## config.mk

```make
export PLATFORM = sky130hd
export DESIGN_NAME = fetch_unit
export DESIGN_NICKNAME = d
export VERILOG_FILES = /design/src/rtl/fetch_unit.sv
export SDC_FILE = /design/constraint.sdc
export NUM_CORES = 1
export LEC_CHECK = 0
export CORE_MARGIN = 5
export CORE_UTILIZATION = 45
export CTS_CLUSTER_SIZE = 40
export DETAILED_ROUTE_END_ITERATION = 10
export GPL_ROUTABILITY_DRIVEN = 0
export GPL_TIMING_DRIVEN = 0
export HOLD_SLACK_MARGIN = 0.05
export PLACE_DENSITY_LB_ADDON = 0.2
export SLEW_MARGIN = 20
export SYNTH_ARGS = -nofsm -noshare
export SYNTH_HDL_FRONTEND = slang
export SYNTH_SLANG_ARGS = --single-unit
```

## constraint.sdc

```tcl
create_clock -name clk_i -period 3.4 [get_ports clk_i]
set_input_delay 0.34 -clock clk_i [delete_from_list [all_inputs] [get_ports clk_i]]
set_output_delay 0.34 -clock clk_i [all_outputs]
set_load 0.02 [all_outputs]
```

## src/rtl/fetch_unit.sv

```systemverilog
// Instruction fetch unit: PC generator feeding a small FIFO of {instruction, address}.
// Optional stall-cycle performance counter enabled by defining FETCH_PERF_CNT_EN.

package fetch_pkg;
  localparam int WORD_SIZE_P   = 16;
  localparam int I_ROM_DEPTH_P = 256;
endpackage

module fetch_unit
  import fetch_pkg::*;
#(
  parameter  int RESET_PC_P    = 0,
  parameter  int QUEUE_ELS_P   = 2,
  localparam int ADDR_WIDTH_LP = $clog2(I_ROM_DEPTH_P)
) (
  input  logic                     clk_i,
  input  logic                     reset_i,
  output logic [ADDR_WIDTH_LP-1:0] rom_addr_o,
  input  logic [WORD_SIZE_P-1:0]   rom_data_i,
  input  logic                     redirect_v_i,
  input  logic [ADDR_WIDTH_LP-1:0] redirect_pc_i,
  output logic                     instr_v_o,
  output logic [WORD_SIZE_P-1:0]   instr_o,
  output logic [ADDR_WIDTH_LP-1:0] instr_pc_o,
  input  logic                     instr_yumi_i
`ifdef FETCH_PERF_CNT_EN
  ,
  output logic [31:0]              stall_cnt_o
`endif
);

  localparam int PTR_W = $clog2(QUEUE_ELS_P);
  localparam int CNT_W = PTR_W + 1;

  logic [ADDR_WIDTH_LP-1:0] pc_r;
  logic [ADDR_WIDTH_LP-1:0] next_pc;
  logic [PTR_W-1:0]         wr_ptr_r;
  logic [PTR_W-1:0]         rd_ptr_r;
  logic [PTR_W-1:0]         wr_idx;
  logic [CNT_W-1:0]         count_r;
  logic                     full;
  logic                     empty;
  logic                     enq;
  logic                     deq;

  logic [WORD_SIZE_P-1:0]   instr_mem [QUEUE_ELS_P];
  logic [ADDR_WIDTH_LP-1:0] pc_mem    [QUEUE_ELS_P];

  assign full  = (count_r == CNT_W'(QUEUE_ELS_P));
  assign empty = (count_r == '0);

  // A redirect overrides the sequential PC in the same cycle the ROM is read.
  assign rom_addr_o = redirect_v_i ? redirect_pc_i : pc_r;
  assign next_pc    = (rom_addr_o == ADDR_WIDTH_LP'(I_ROM_DEPTH_P - 1))
                    ? '0 : rom_addr_o + ADDR_WIDTH_LP'(1);

  // A slot frees up when decode consumes the head or a redirect flushes the queue.
  assign enq = !reset_i && (!full || instr_yumi_i || redirect_v_i);
  assign deq = !reset_i && instr_yumi_i && !empty;

  // A redirect restarts the queue at slot 0 so the target becomes the head.
  assign wr_idx = redirect_v_i ? '0 : wr_ptr_r;

  // NOTE: sequential state uses non-blocking assignments so every register samples pre-edge values.
  always_ff @(posedge clk_i) begin
    if (reset_i) begin
      pc_r     <= ADDR_WIDTH_LP'(RESET_PC_P);
      wr_ptr_r <= '0;
      rd_ptr_r <= '0;
      count_r  <= '0;
    end else begin
      if (enq) pc_r <= next_pc;
      if (redirect_v_i) begin
        wr_ptr_r <= PTR_W'(1);
        rd_ptr_r <= '0;
        count_r  <= CNT_W'(1);
      end else begin
        if (enq) wr_ptr_r <= wr_ptr_r + PTR_W'(1);
        if (deq) rd_ptr_r <= rd_ptr_r + PTR_W'(1);
        count_r <= count_r + CNT_W'(enq) - CNT_W'(deq);
      end
    end
  end

  // NOTE: queue storage is not reset; count_r alone decides which slots are meaningful.
  always_ff @(posedge clk_i) begin
    if (enq) begin
      instr_mem[wr_idx] <= rom_data_i;
      pc_mem[wr_idx]    <= rom_addr_o;
    end
  end

  assign instr_v_o  = !empty;
  assign instr_o    = instr_mem[rd_ptr_r];
  assign instr_pc_o = pc_mem[rd_ptr_r];

`ifdef FETCH_PERF_CNT_EN
  logic stall;
  assign stall = !reset_i && full && !instr_yumi_i && !redirect_v_i;

  always_ff @(posedge clk_i) begin
    if (reset_i)
      stall_cnt_o <= '0;
    else if (stall && (stall_cnt_o != '1))
      stall_cnt_o <= stall_cnt_o + 32'd1;
  end
`endif

  // Consuming from an empty queue is a decode protocol error; the request is ignored.
  illegal_yumi_a : assert property (@(posedge clk_i) disable iff (reset_i)
    !(instr_yumi_i && empty))
    else $warning("instr_yumi_i asserted with empty fetch queue; request ignored");

endmodule

```

* Yosys cells after proc, flatten, opt, wreduce, memory -nomap -nowiden
Memories as Yosys holds them, arrays and structs flattened. A register that Yosys moved wholly into a read port is not among the register bits.
Cells that the tools add are included.
** Word-level totals
- Flip-flop bits (word level) :: 12
- Bits in latches :: 0
- RAM bits :: 48
- Bits in read-only memories :: 0
- Input bits :: 28
- Output and inout port bits :: 33
- Word-level logic and storage cells :: 37
- Memories kept :: 2
** Cells by class
- Add/sub/neg operators :: 5
- $mul :: 0
- Divide/modulo/power cells :: 0
- Magnitude comparators :: 0
- Eq/ne operators :: 2
- Shift operators :: 0
- Mux-type cells :: 12
- Bitwise gates (word level) :: 0
- Reductions and logical operators :: 11
** Memory list
- instr_mem :: words 2, width 16, rd ports 1, clocked after Yosys merged registers in 1, wr ports 1, line 46 : logic [WORD_SIZE_P-1:0] instr_mem [QUEUE_ELS_P];
- pc_mem :: words 2, width 8, rd ports 1, clocked after Yosys merged registers in 1, wr ports 1, line 47 : logic [ADDR_WIDTH_LP-1:0] pc_mem [QUEUE_ELS_P];
** Operators with widths (count)
- 2-to-1 mux 8 bit :: 2
- 2-to-1 mux 1 bit :: 10
- adder 8 x 1 -> 8 bit (second input constant) :: 1
- == test 8 bit (second input constant) :: 1
- logical AND 1 bit :: 3
- zero test 1 bit :: 3
- adder 1 bit (second input constant) :: 2
- adder 2 x 1 -> 2 bit :: 1
- == test 2 bit (second input constant) :: 1
- zero test 2 bit :: 1
- logical OR 1 bit :: 2
- nonzero test 2 bit :: 1
- OR reduction 2 bit :: 1
- subtractor 2 x 1 -> 2 bit :: 1

* Logic depth before layout (Yosys ltp)
Gate-level depths: netlist of the first run.
- Depth after elaboration :: 8
- Depth in mapped cells :: 9
- Gate-level depth less buffers :: 9

* Least setup slack after synthesis of the first run
Ideal clock, no wire load.
- Path type :: input to register
- From :: input port redirect_v_i
- To :: memory instr_mem[1][0] (enable)
- Library setup time :: 0.408 ns
- Data arrival time :: 1.893 ns
- Data required time :: 2.992 ns
- Path slack :: 1.100 ns
- Stages :: 4
- Buffers on the path :: 1
- Cells stage by stage :: buf_6 -> nor4b_4 -> or2_4 -> nor2b_1
** On the way
- Word-level cells in the longest chain between the ends :: 4
- Elaborated cells between the ends (all ways) :: 5
- Classes of those cells :: mux: 3; reduce/logical: 2
** Ends and longest elaborated chain
- start, declared :: line 20 : input logic redirect_v_i,
- logical OR 1 bit :: line 58 : assign enq = !reset_i && (!full || instr_yumi_i || redirect_v_i);
- logical AND 1 bit :: line 58
- 2-to-1 mux 1 bit :: line 87 : if (enq) begin
- 2-to-1 mux 1 bit (implied by the code) :: line 88 : instr_mem[wr_idx] <= rom_data_i;
- end, declared :: line 46
Several ways; a longest one is shown, not always the timed one.

==> results of run 1 <==
metal layers:
layer	wire length [µm]	GRT usage [%]	up-vias
li1	-	-	754
met1	2002	16.88	734
met2	2464	23.48	36
met3	250	5.091	2
met4	14	5.180	0
met5	0	0	-
path summary, 6_finish.rpt:
path / cells after the start / start / to / slack, ps
max: 4 / flip-flop / instr_pc_o[2] / 900
min: 2 / pc_r[5] / pc_r[5] / 470
max reg2reg: 8 / count_r[0] / count_r[1] / 1630
min reg2reg: 2 / pc_r[5] / pc_r[5] / 470
through the flow:
stage | TNS, ps | utilization (%)
finish | 0 | 63.21
global route | 0 | 63.21
CTS | 0 | 63.21
detailed placement | 0 | 59.51
global placement | -7901 | 59.24
floorplan | 0 | -
sequential cells by signal, indices dropped and copies added (netlist names), named ones only:
register   flops
instr_mem     32
pc_r           8
count_r        2
pc_mem        16
wr_ptr_r       1
rd_ptr_r       1
cell type report:
cell class	instances	area share (%)
clock inverters	6	2.215
flip-flops and latches	61	48.59
multi-input cells	93	23.79
plain buffers	7	1.608
clock buffers	10	3.644
repair buffers	60	17.15
inverters	4	0.4287
well taps	72	2.572
power groups by stage:
stage	logic (W)	registers (W)	clock network [W]
2_1_floorplan	0.000148	0.000875	0
3_3_place_gp	0.000267	0.000877	0
3_5_place_dp	0.000272	0.000878	0
4_1_cts	0.000273	0.000862	0.000677
5_1_grt	0.000290	0.000865	0.000715
6_report	0.000269	0.000862	0.000658
worst min-delay path: cells and delay by family, from the launching register on:
kind               cells  cell delay, ps
DFF                    1             320
and+or+nand+nor        1              50
AOI/OAI and AO/OA      1              50
kinds of logic (layout without fill, tap and decap cells):
kind of cell,Yosys count,count (layout),synth area share (%)
AO/OA/AOI/OAI,15,15,5.360
XOR/XNOR,7,7,2.366
adder cells (fa/ha/maj),3,3,1.449
buffers and inverters,11,87,2.752
flip-flops,61,61,65.67
multiplexers,31,31,13.71
AND/OR/NAND/NOR,37,37,8.692
cell usage in the layout, fill, tap and decap left out, types with 2 or more instances in the layout:
| master | Yosys | routed |
|---|---|---|
| a21oi_1 | 4 | 4 |
| a22oi_1 | 3 | 3 |
| buf_2 | 2 | 2 |
| bufinv_16 | 0 | 2 |
| clkbuf_1 | 2 | 3 |
| clkbuf_8 | 0 | 9 |
| clkdlybuf4s50_1 | 0 | 60 |
| clkinv_1 | 0 | 2 |
| clkinv_2 | 0 | 2 |
| dfxtp_1 | 13 | 13 |
| edfxtp_1 | 48 | 48 |
| ha_1 | 3 | 3 |
| inv_1 | 4 | 4 |
| mux2_2 | 28 | 28 |
| mux2_4 | 2 | 2 |
| nand2_1 | 6 | 6 |
| nand3b_1 | 2 | 2 |
| nor2_1 | 12 | 11 |
| nor2b_1 | 3 | 2 |
| nor3_1 | 4 | 4 |
| o21ai_1 | 2 | 2 |
| xnor2_1 | 4 | 4 |
| xor2_1 | 3 | 3 |
==> metrics.yaml, run 1 <==
outcome:
  outcome: "complete, no violations"
yosys:
  synthTopCellsByArea: "edfxtp_1 (56%), mux2_2 (12%), dfxtp_1 (10%)"
  yosysTopAreaCellShare_pct: 55.63
  yosysSeqAreaShare_pct: 65.67
  synth_async_sr_flop_share_pct: 0
  synth_edf_count: 48
  synthesis.area_mm2: 0.002591
  yosys.area.top_type: "edfxtp_1"
  yosys_register_bits: 61
  ys_types: 38
  synthCells: 165
  syn_avg_cell_area_um2: 15.70
  yosysMostFrequentCell: "edfxtp_1"
  syn_nets: 196
  ys.flop_type: "edfxtp_1"
  ys_warn_count: 0
  synth_common_cells: "edfxtp_1 (48), mux2_2 (28), dfxtp_1 (13), nor2_1 (12), nand2_1 (6)"
global_route:
  grt-ovfl-total: 0
  track_usage_pct: 14.15
  grt_max_degree: 25
  antenna_found_initial: 0
  grt_pass1_wl_mm: 7.866
  grt_pass1_vias: 1610
worst_setup_path:
  end_kind: "output port"
  slowest_delay_ps: 540
  critical_path.top_delay_family: "buffers and inverters"
  worstPathCellList: "clkbuf_1 > buf_2 > mux2_2 > clkdlybuf4s50_1"
  arrival_ps: 2160
  worstPathRequired_ps: 3060
  path_buf_inv: 3
  cp_max_fo: 10
  worstSetupStartpointType: "flip-flop"
  setup.worst_path.class: "flip-flop to output port"
  crit_slowest_cell: "clkdlybuf4s50_1"
power_and_ir_drop:
  power.share.clock_pct: 36.8
  switchingPower_w: 0.0003951
  internal_power_w: 0.001393
  peakVddDrop_mv: 0.2760
  switching_share_pct: 22.09
  power.leakage_nw: 1.261
  p_per_area_mw_per_mm2: 510.7
  combPwrFrac_pct: 15.0
  finalPower_w: 0.001788
  seqPwrFrac_pct: 48.2
route:
  vias_per_cell: 4.875
  drt_iter0_markers: 71
  finalWirelength_mm: 4.731
  antenna_left: 0
  via_count: 1526
  drc: 0
  post_drt_wl_per_cell_um: 15.12
  drtPass1Iterations: 4
job:
  maxCapViolCount: 0
timing:
  drv_slew: 0
  report.final.hold_viol_count: 0
  rsz0062_at_grt: "false"
  fin_ws_ps: 901.2
  setup_viol: 0
  period_share_pct: 73.49
  fmaxAchievable_mhz: 400.2
  skew_ps: 8.824
  slew_headroom_pct: 51.03
  fin_crit_ps: 2499
  tightestPinTransition_ps: 732.8
  hold_slack_ps: 473.2
cts:
  clock_latency_ps: 320
  clock-sinks: 61
  numCtsBuffers: 9
  hold_buffers: 0
  htree_levels: 3
  cts_tree: "done"
  post-cts-setup-buffers: 0
  cts-root-buf: "clkbuf_8"
  cts.repair.resized: 0
  clkTransAtPathRegs_ps: 70
  clock_path_buffers: 2
placed_design:
  dp.cells: 297
  pre_cts_ws_ps: 918.5
  place_area_mm2: 0.003297
  dp_hpwl_mm: 3.274
  portBuffers: 60
floorplanning:
  die-area_mm2: 0.007376
  die-height_um: 85.89
  initial_core_util_pct: 46.77
  placementRows: 27
  design.portCount: 61
  core_mm2: 0.005540
  die_x_um: 85.89
final_layout:
  design_area_mm2: 0.003502
  area_growth_syn_to_layout_pct: 35.15
  nNetsFinal: 267
  multi_input_area_um2: 833.3
  final_cell_count_no_fill: 313
  ff_latch_area_mm2: 0.001702
  diodes: 0
  num-fill-cells: 442
  drive_gt1_share_pct: 26.14
worst_hold_path:
  hold_class: "flip-flop to flip-flop"
No activity file was read; power rests on OpenSTA's default activity.
==> inputs of run 2 (changes only) <==
CORE_UTILIZATION = 44   (was 45)
clock period = 2.12 ns   (was 3.4 ns; I/O delays follow)
==> run 2 against run 1 <==
  * Global-route usage about the same
  * Sequential power rose by 60%
  * Non-clock buffer count unchanged
  * Largest cell class unchanged
  * Highest routed layer unchanged
==> metrics.yaml, run 2 (synthesized netlist as in run 1, its figures left out) <==
outcome:
  outcome: "complete, no violations"
placed_design:
  portBuffers: 60  # unchanged
  dp_hpwl_mm: 3.378  # +3.2%
  pre_cts_ws_ps: -271.8  # -1190 ps
power_and_ir_drop:
  power.leakage_nw: 1.297  # +2.8%
  peakVddDrop_mv: 0.3696  # +34%
  p_per_area_mw_per_mm2: 822.9  # +61%
final_layout:
  diodes: 0  # unchanged
  drive_gt1_share_pct: 28.63  # +2.5 points
  nNetsFinal: 267  # unchanged
  largest_register_ffs: 32  # unchanged
  regMostFlops: "instr_mem"
  mostFrequentLayoutCells: "clkdlybuf4s50_1 (54), edfxtp_1 (48), mux2_2 (28)"
  mostFrequentLayoutCell: "clkdlybuf4s50_1"
  area_growth_syn_to_layout_pct: 36.84
  largestRegisters: "instr_mem (32), pc_mem (16), pc_r (8)"
  num-fill-cells: 479  # +8.4%
route:
  finalWirelength_mm: 4.915  # +3.9%
  post_drt_wl_per_cell_um: 15.55  # +2.9%
  drc: 0  # unchanged
  via_count: 1526  # unchanged
  drt_iter0_markers: 78  # +9.9%
  vias_per_cell: 4.829  # -0.95%
  antenna_left: 0  # unchanged
  drtPass1Iterations: 4  # unchanged
global_route:
  grt-ovfl-total: 0  # unchanged
  track_usage_pct: 14.12  # -0.034 points
  grt_pass1_vias: 1583  # -1.7%
  grt_pass1_wl_mm: 7.769  # -1.2%
  antenna_found_initial: 0  # unchanged
  grt_max_degree: 25  # unchanged
timing:
  fin_ws_ps: 98.30  # -802.9 ps
  period_share_pct: 95.36
  report.final.hold_viol_count: 0  # unchanged
  fin_crit_ps: 2022
  fmaxAchievable_mhz: 494.6
  tightestPinTransition_ps: 753.8  # +20.93 ps
  fin_setup_tns_ps: 0  # unchanged
  setup_viol: 0  # unchanged
  slew_headroom_pct: 49.64  # -1.4 points
  rsz0062_at_grt: "false"
  skew_ps: 8.935  # +0.1114 ps
  drv_slew: 0  # unchanged
cts:
  numCtsBuffers: 9  # unchanged
  clock_latency_ps: 330  # about the same
  clock_path_buffers: 2  # unchanged
  clkTransAtPathRegs_ps: 70  # about the same
  htree_levels: 3  # unchanged
  cts_tree: "done"
  clock-sinks: 61  # unchanged
  cts-root-buf: "clkbuf_8"
floorplanning:
  placementRows: 28  # +3.7%
  die_x_um: 86.74  # +1.0%
  die-height_um: 86.74  # +1.0%
  design.portCount: 61  # unchanged
  die-area_mm2: 0.007524  # +2.0%
  initial_core_util_pct: 44.56  # -2.2 points
  core_mm2: 0.005816  # +5.0%
worst_setup_path:
  arrival_ps: 1810  # -350 ps
  r2r_end: "instr_mem[1][7]"
  worstSetupStartpointType: "flip-flop"
  end_kind: "output port"
  setup.worst_path.class: "flip-flop to output port"
  worstPathRequired_ps: 1910  # -1150 ps
  reg2reg_setup_slack_ps: 260  # -1370 ps
  r2r_cells: 4  # -4
  cp_max_fo: 10  # unchanged
  r2r-start: "count_r[0]"
worst_hold_path:
  min_to: "pc_mem[0][2]"
  hp-start: "redirect_v_i"
  hold_class: "primary input to flip-flop"
  min_path_cells: 2  # unchanged
job:
  maxCapViolCount: 0  # unchanged
[run 2: worst max-delay path by stage]
| stage | startpoint | end | cells after the start |
|---|---|---|---|
| global route | flip-flop | instr_pc_o[2] | 3 |
| global placement | redirect_v_i | instr_mem[1][3] | 5 |
| detailed placement | redirect_v_i | count_r[1] | 10 |
| CTS | flip-flop | instr_pc_o[3] | 3 |
| finish | flip-flop | instr_pc_o[3] | 3 |
| floorplan | count_r[1] | instr_mem[1][0] | 3 |
[run 2: layout make-up]
type	count	area, µm²	share of cell area [%]
inverters	4	15.01	0.4234
well taps	75	93.84	2.646
repair buffers	61	616.8	17.40
plain buffers	6	66.31	1.870
flip-flops and latches	61	1703	48.02
clock buffers	9	123.9	3.493
multi-input cells	93	837.1	23.61
clock inverters	7	90.09	2.541
[run 2: repair_timing]
item | CTS | global route
resized for setup | 8 | 6
pin swaps | 0 | 1
setup buffers | 0 | 1
endpoints found under the hold margin | 0 | 0
hold buffers | 0 | 0
endpoints found under the setup margin | 25 | 18
[run 2: per-stage QoR]
step / utilization [%] / hold WS (ps) / std cells / power, W / instance area [µm²]
2_1_floorplan: - / 288.6 / 165 / 0.001641 / 2596
3_3_place_gp: 56.58 / 466.2 / 300 / 0.001836 / 3291
3_5_place_dp: 56.76 / 465.9 / 300 / 0.001845 / 3301
4_1_cts: 60.37 / 454.4 / 315 / 0.002932 / 3511
5_1_grt: 60.97 / 374.9 / 316 / 0.003033 / 3546
6_report: 60.97 / 371.7 / 316 / 0.002918 / 3546
[run 2: layer usage]
layer / vias up / wire length, µm / track usage [%]
met5: - / 0 / 0
met4: 0 / 90 / 7.649
met3: 8 / 231 / 3.422
met2: 35 / 2453 / 23.23
met1: 733 / 2140 / 17.06
li1: 750 / - / -
[run 2: power by group]
part           internal, W  switching (W)  total (W)
logic             0.000224       0.000208   0.000432
clock network     0.000655       0.000447    0.00110
registers          0.00136      0.0000222    0.00138
[run 2: worst max-delay path: stages (launching register included)]
cell and delay (ps):
dfxtp_2 420, buf_6 180, mux2_2 340, clkdlybuf4s50_1 550
